**config.mk**
```make
export PLATFORM = sky130hd
export DESIGN_NAME = dvs_aer_event_bus_bridge
export DESIGN_NICKNAME = d
export VERILOG_FILES = /design/src/rtl/dvs_aer_event_bus_bridge.sv
export SDC_FILE = /design/constraint.sdc
export NUM_CORES = 1
export LEC_CHECK = 0
export BUFFER_PORTS_ARGS = -buffer_cell sky130_fd_sc_hd__buf_2
export CAP_MARGIN = 5
export CORE_MARGIN = 1
export CORE_UTILIZATION = 45
export CTS_BUF_LIST = sky130_fd_sc_hd__clkbuf_8
export DETAILED_ROUTE_END_ITERATION = 12
export GPL_ROUTABILITY_DRIVEN = 1
export PLACE_DENSITY_LB_ADDON = 0.12
export RECOVER_POWER = 50
export SYNTH_ARGS = -nofsm -noshare
export SYNTH_HDL_FRONTEND = slang
export SYNTH_SLANG_ARGS = --single-unit
```
**constraint.sdc**
```tcl
create_clock -name clk -period 21.1 [get_ports clk]
set_input_delay 2.11 -clock clk [delete_from_list [all_inputs] [get_ports clk]]
set_output_delay 2.11 -clock clk [all_outputs]
set_load 0.005 [all_outputs]
```
**src/rtl/dvs_aer_event_bus_bridge.sv**
```systemverilog
// dvs_aer_event_bus_bridge
//   Receives 4-phase AER address words from a DVS camera, builds timestamped
//   events {x, y, polarity, timestamp}, buffers them in a circular queue and
//   writes them to the shared FIFO bus with a req/grant/write-enable protocol.
//
// Ports
//   clk, rst     : single clock, synchronous active-high reset
//   aer, xsel    : AER data word and word type (0 = Y/row word, 1 = X word)
//   req / ack    : AER 4-phase handshake (req is asynchronous)
//   time_us      : free-running microsecond time, sampled when an event is built
//   fifo_grant   : bus grant, sampled each cycle
//   fifo_req     : bus request, fifo_wr_en: one-cycle write strobe
//   fifo_event   : event written to the bus, holds between writes
//   queue_level  : queue occupancy, drop_count: saturating lost-event counter
//
// Configuration macro DVS_AER_BACKPRESSURE_EN
//   defined   : an X word hitting a full queue stalls the handshake (no loss)
//   undefined : the event is discarded and drop_count increments
module dvs_aer_event_bus_bridge #(
  parameter int X_BITS      = 8,
  parameter int Y_BITS      = 8,
  parameter int TS_BITS     = 32,
  parameter int AER_BITS    = 10,
  parameter int DEPTH       = 8,
  parameter int SYNC_STAGES = 2,
  parameter int CNT_BITS    = 16
) (
  input  logic                             clk,
  input  logic                             rst,
  input  logic [AER_BITS-1:0]              aer,
  input  logic                             xsel,
  input  logic                             req,
  input  logic [TS_BITS-1:0]               time_us,
  input  logic                             fifo_grant,
  output logic                             ack,
  output logic                             fifo_req,
  output logic                             fifo_wr_en,
  output logic [X_BITS+Y_BITS+TS_BITS:0]   fifo_event,
  output logic [$clog2(DEPTH):0]           queue_level,
  output logic [CNT_BITS-1:0]              drop_count
);

  localparam int EV_W  = X_BITS + Y_BITS + 1 + TS_BITS;
  localparam int PTR_W = $clog2(DEPTH);
  localparam int LVL_W = PTR_W + 1;

  typedef enum logic [1:0] {
    RX_IDLE  = 2'd0,
    RX_LATCH = 2'd1,
    RX_ACK   = 2'd2
  } rx_state_e;

  rx_state_e               state_q, state_d;
  logic [SYNC_STAGES-1:0]  req_sync_q;
  logic                    req_s;
  logic [Y_BITS-1:0]       row_q, row_d;
  logic [PTR_W-1:0]        head_q, head_d, tail_q, tail_d;
  logic [LVL_W-1:0]        count_q, count_d;
  logic                    wr_en_q, fifo_req_q, fifo_req_d;
  logic [EV_W-1:0]         event_q, event_d;
  logic [CNT_BITS-1:0]     drop_q, drop_d;
  logic [EV_W-1:0]         mem_q [DEPTH];
  logic [EV_W-1:0]         new_event;
  logic                    push, pop, drop, full;
  logic                    unused_aer;

  // Upper AER bits beyond the X/Y fields carry no information for this camera.
  assign unused_aer = ^aer;

  // Multi-flop synchronizer for the asynchronous AER request.
  always_ff @(posedge clk) begin
    if (rst) begin
      req_sync_q <= '0;
    end else begin
      req_sync_q <= {req_sync_q[SYNC_STAGES-2:0], req};
    end
  end

  assign req_s = req_sync_q[SYNC_STAGES-1];

  // Receiver next-state logic plus queue bookkeeping. A pop is a grant seen
  // while our request is up; a push into a full queue is allowed only when
  // that same cycle also pops, so occupancy can never exceed DEPTH.
  always_comb begin
    state_d   = state_q;
    row_d     = row_q;
    push      = 1'b0;
    drop      = 1'b0;
    pop       = fifo_grant && fifo_req_q;
    full      = (count_q == LVL_W'(DEPTH));
    new_event = {aer[X_BITS:1], row_q, aer[0], time_us};

    unique case (state_q)
      RX_IDLE: begin
        if (req_s) state_d = RX_LATCH;
      end
      RX_LATCH: begin
        if (!xsel) begin
          row_d   = aer[Y_BITS-1:0];
          state_d = RX_ACK;
        end else if (!full || pop) begin
          push    = 1'b1;
          state_d = RX_ACK;
        end else begin
`ifdef DVS_AER_BACKPRESSURE_EN
          // Hold the camera off (ack low) and retry the push next cycle.
          state_d = RX_LATCH;
`else
          drop    = 1'b1;
          state_d = RX_ACK;
`endif
        end
      end
      RX_ACK: begin
        if (!req_s) state_d = RX_IDLE;
      end
      default: state_d = RX_IDLE;
    endcase

    head_d  = pop  ? head_q + PTR_W'(1) : head_q;
    tail_d  = push ? tail_q + PTR_W'(1) : tail_q;
    event_d = pop  ? mem_q[head_q] : event_q;

    unique case ({push, pop})
      2'b10:   count_d = count_q + LVL_W'(1);
      2'b01:   count_d = count_q - LVL_W'(1);
      default: count_d = count_q;
    endcase

    // Request drops for the write-strobe cycle so grants cannot double-pop.
    fifo_req_d = (count_d != '0) && !pop;

    drop_d = drop_q;
    if (drop && (drop_q != '1)) drop_d = drop_q + CNT_BITS'(1);
  end

  // State, pointer and bus-side registers.
  always_ff @(posedge clk) begin
    if (rst) begin
      state_q    <= RX_IDLE;
      row_q      <= '0;
      head_q     <= '0;
      tail_q     <= '0;
      count_q    <= '0;
      wr_en_q    <= 1'b0;
      fifo_req_q <= 1'b0;
      event_q    <= '0;
      drop_q     <= '0;
    end else begin
      state_q    <= state_d;
      row_q      <= row_d;
      head_q     <= head_d;
      tail_q     <= tail_d;
      count_q    <= count_d;
      wr_en_q    <= pop;
      fifo_req_q <= fifo_req_d;
      event_q    <= event_d;
      drop_q     <= drop_d;
    end
  end

  // Queue storage needs no reset: the pointers and count define validity.
  always_ff @(posedge clk) begin
    if (push) mem_q[tail_q] <= new_event;
  end

  assign ack         = (state_q == RX_ACK);
  assign fifo_req    = fifo_req_q;
  assign fifo_wr_en  = wr_en_q;
  assign fifo_event  = event_q;
  assign queue_level = count_q;
  assign drop_count  = drop_q;

endmodule

```
==> run metrics <==
status=complete, but fails checks; failing checks=capacitance limit, slew limit; min Tclk post-route=about 5.7 ns; GPL Wtd Cong=approximately 0.73; placed cells=1542; pwr dens=about 89 nW/um^2; simple-gate share of the synthesized area=0.03599; Syn. warnings=0; H-tree levels=3; IO Port Bufs=117; post-synthesis average cell area=19.29 um^2; Distinct cells, synth=between 40 and 50; global route total overflow=0; Min Hold Slack=0.4417 ns; met2 WL=17.61 mm; violation count after the first detailed-route iteration=467; Fmax=about 180 MHz; Die Wd=between 200 and 250 um; Num Clock Sinks=approximately 480; relative slew slack=-0.8912; Clock Latency Late Sink=approximately 0.63 ns; Post-synth EDFFs=392; DR WL met3=1.829 mm; CTS tree=yes; Die Area=roughly 40000 um^2; Yosys top cell area share=0.6512; hpwl dp=around 19 mm; Final Setup Violations=0; measured slew at the worst slew-check pin=between 2 and 3 ns; most used flip-flop cell after synthesis=edfxtp_1; area of the multi-input gates=about 4300 um^2; maximum buffer depth of the clock tree=3; # Post-CTS Setup Buffers=0; Register Area=roughly 14000 um^2; layout cell share with drive strength beyond 1=0.2528; Global Route Usage Sum=0.1825; Fillers=approximately 3300; total routed wirelength=36.21 mm; largest net degree at the start of global routing=61; Pre-Repair DR Iteration Count=4; P_leak=6.532 nW; post-CTS sizing=0; peak supply drop=about 0.053 mV; crit path DAT=~6.1 ns; Syn Nets=990; top-count cell post-synth=edfxtp_1; first-pass GRT wire length=about 56 mm; Synth Area in Adders=0.004153; RSZ-0062 raised after global routing=no; Post-Synthesis Cells=937; max layer used=met5; cell area after synthesis=approximately 18000 um^2; maxcap violations=3; # diodes=0; Finished Layout Cells=1692; post-synthesis async set-or-reset flop share=0; wire length on met1=between 15 and 20 mm; drt drc=0; IO Count=approximately 120; routed vias=between 9000 and 10000; Die Ht=202.4 um; worst hold path type=flip-flop to flip-flop; Post-Route Skew=about 0.011 ns; mux cell area share after synthesis=0.1548; crit end category=flip-flop; final period utilization=0.2687; largest family of logic cells by synthesized area=multiplexers; final slew viol count=around 140; Seq/Total Area, Yosys=0.7498; Final Hold Viols=0; top cells by area, synth=edfxtp_1 65%, mux4_2 12%, dfxtp_1 9.9%; Inserted Clock Buffers=a little over 80; CORE AREA=39640 um^2; crit-path max FO=55; post-route setup TNS=0 ns; mean number of vias per cell=5.352; Initial Utilization=0.4560; FF+latch count, synth=between 400 and 500; XOR/XNOR share of the synthesized area=0.008237; initial antenna violation count=3; compound-gate portion of the synthesized area=0.03149; synthesis-to-layout area growth=14.12%; Worst setup SP type=input port; clk slew on worst S/H paths=about 0.060 ns; post-route ant nets=0; number of global-route vias before repair=between 9000 and 10000; hold buffer count at cts=0; Root Buffer=clkbuf_8; drt wl/cell=~21 um; Synth area leader=edfxtp_1; std cell rows=73; Nets=between 1000 and 1500; synth cell count leaders=392 x edfxtp_1, 98 x mux4_2, 89 x dfxtp_1, 82 x nor2_1, 59 x mux2i_1; Setup CP Type=input port to flip-flop; WP data required=~21 ns
==> flip-flops by register name (all words and copies together) (netlist names) <==
name,cells
drop_count,16
fifo_event,49
fifo_req,1
fifo_wr_en,1
head_q,3
mem_q,392
queue_level,4
req_sync_q,2
row_q,8
state_q,2
tail_q,3
==> critical path, cell delays in order <==
cell and delay, ns:
clkbuf_1 1.59, clkbuf_1 2.10, nor2_1 0.20
==> placed cells by master, fill, tap and decap left out, types with 2 or more instances in the layout <==
cell        netlist  final
edfxtp_1        392    392
mux4_2           98     98
clkbuf_8          2     86
dfxtp_1          89     86
nor2_1           82     79
buf_2            11     64
mux2i_1          59     59
clkbuf_1         29     54
a211oi_1         49     49
inv_1             5     36
clkinv_1          0     18
buf_4             2     15
nand2_1          14     14
a21oi_1          12     12
xor2_1           10     10
clkinv_2          0      8
xnor2_1           7      7
o21ai_0           7      7
ha_1              6      6
or3_1             5      5
nor3_2            0      4
nand2b_1          4      4
o31ai_1           4      4
nand3_1           4      4
o211ai_1          4      4
clkinvlp_4        0      4
nor2_4            0      3
nor2b_1           3      3
nand4_1           3      3
and3_1            3      3
dfxtp_4           0      3
nor4b_1           2      2
and4_1            2      2
or4_1             2      2
nor4_1            3      2
==> metal layers <==
metal / GRT usage / up-vias
li1: - / 4134
met1: 0.2401 / 4658
met2: 0.2984 / 192
met3: 0.04386 / 66
met4: 0.06096 / 6
met5: 0 / -
==> power by group <==
group | switching (W) | internal [W] | leakage (nW)
combinational | 0.0000351 | 0.0000282 | 1.44
clock | 0.000360 | 0.000378 | 0.859
sequential | 0.00000712 | 0.00103 | 4.23
total | 0.000402 | 0.00144 | 6.53
==> cell families after synthesis <==
group,after synthesis
adders and majority gates,6
xor gates and xnor gates,17
DFF,481
muxes,157
and+or+nand+nor,137
buffers and inverters,58
AOI/OAI and AO/OA,81
==> stage by stage <==
stage          setup slack (ns)  cell area, um^2  total power, W  utilization
2_1_floorplan             12.92            18080        0.001098            -
3_3_place_gp              15.54            19240        0.001124       0.4854
3_5_place_dp              15.50            19240        0.001125       0.4854
4_1_cts                   16.16            20700        0.001870       0.5223
5_1_grt                   14.94            20630        0.001916       0.5204
6_report                  15.43            20630        0.001840       0.5204
==> final cells by class <==
| class | count | area share |
|---|---|---|
| clock buffers | 86 | 0.05738 |
| clock inverters | 64 | 0.01347 |
| inverters | 5 | 0.0009705 |
| repair buffers | 133 | 0.03081 |
| well taps | 525 | 0.03184 |
| flip-flops and latches | 481 | 0.6576 |
| multi-input cells | 398 | 0.2080 |
==> path summary, 6_finish.rpt <==
path	from	end	slack (ns)	depth (start not counted)
max	rst	fifo_wr_en$_SDFF_PP0_	15.43	3
max reg2reg	fifo_req$_SDFF_PP0_	fifo_req$_SDFF_PP0_	17.02	10
min	req_sync_q[0]$_SDFF_PP0_	req_sync_q[1]$_SDFF_PP0_	0.44	1
min reg2reg	req_sync_q[0]$_SDFF_PP0_	req_sync_q[1]$_SDFF_PP0_	0.44	1
Power figures use the tool's default switching activity.
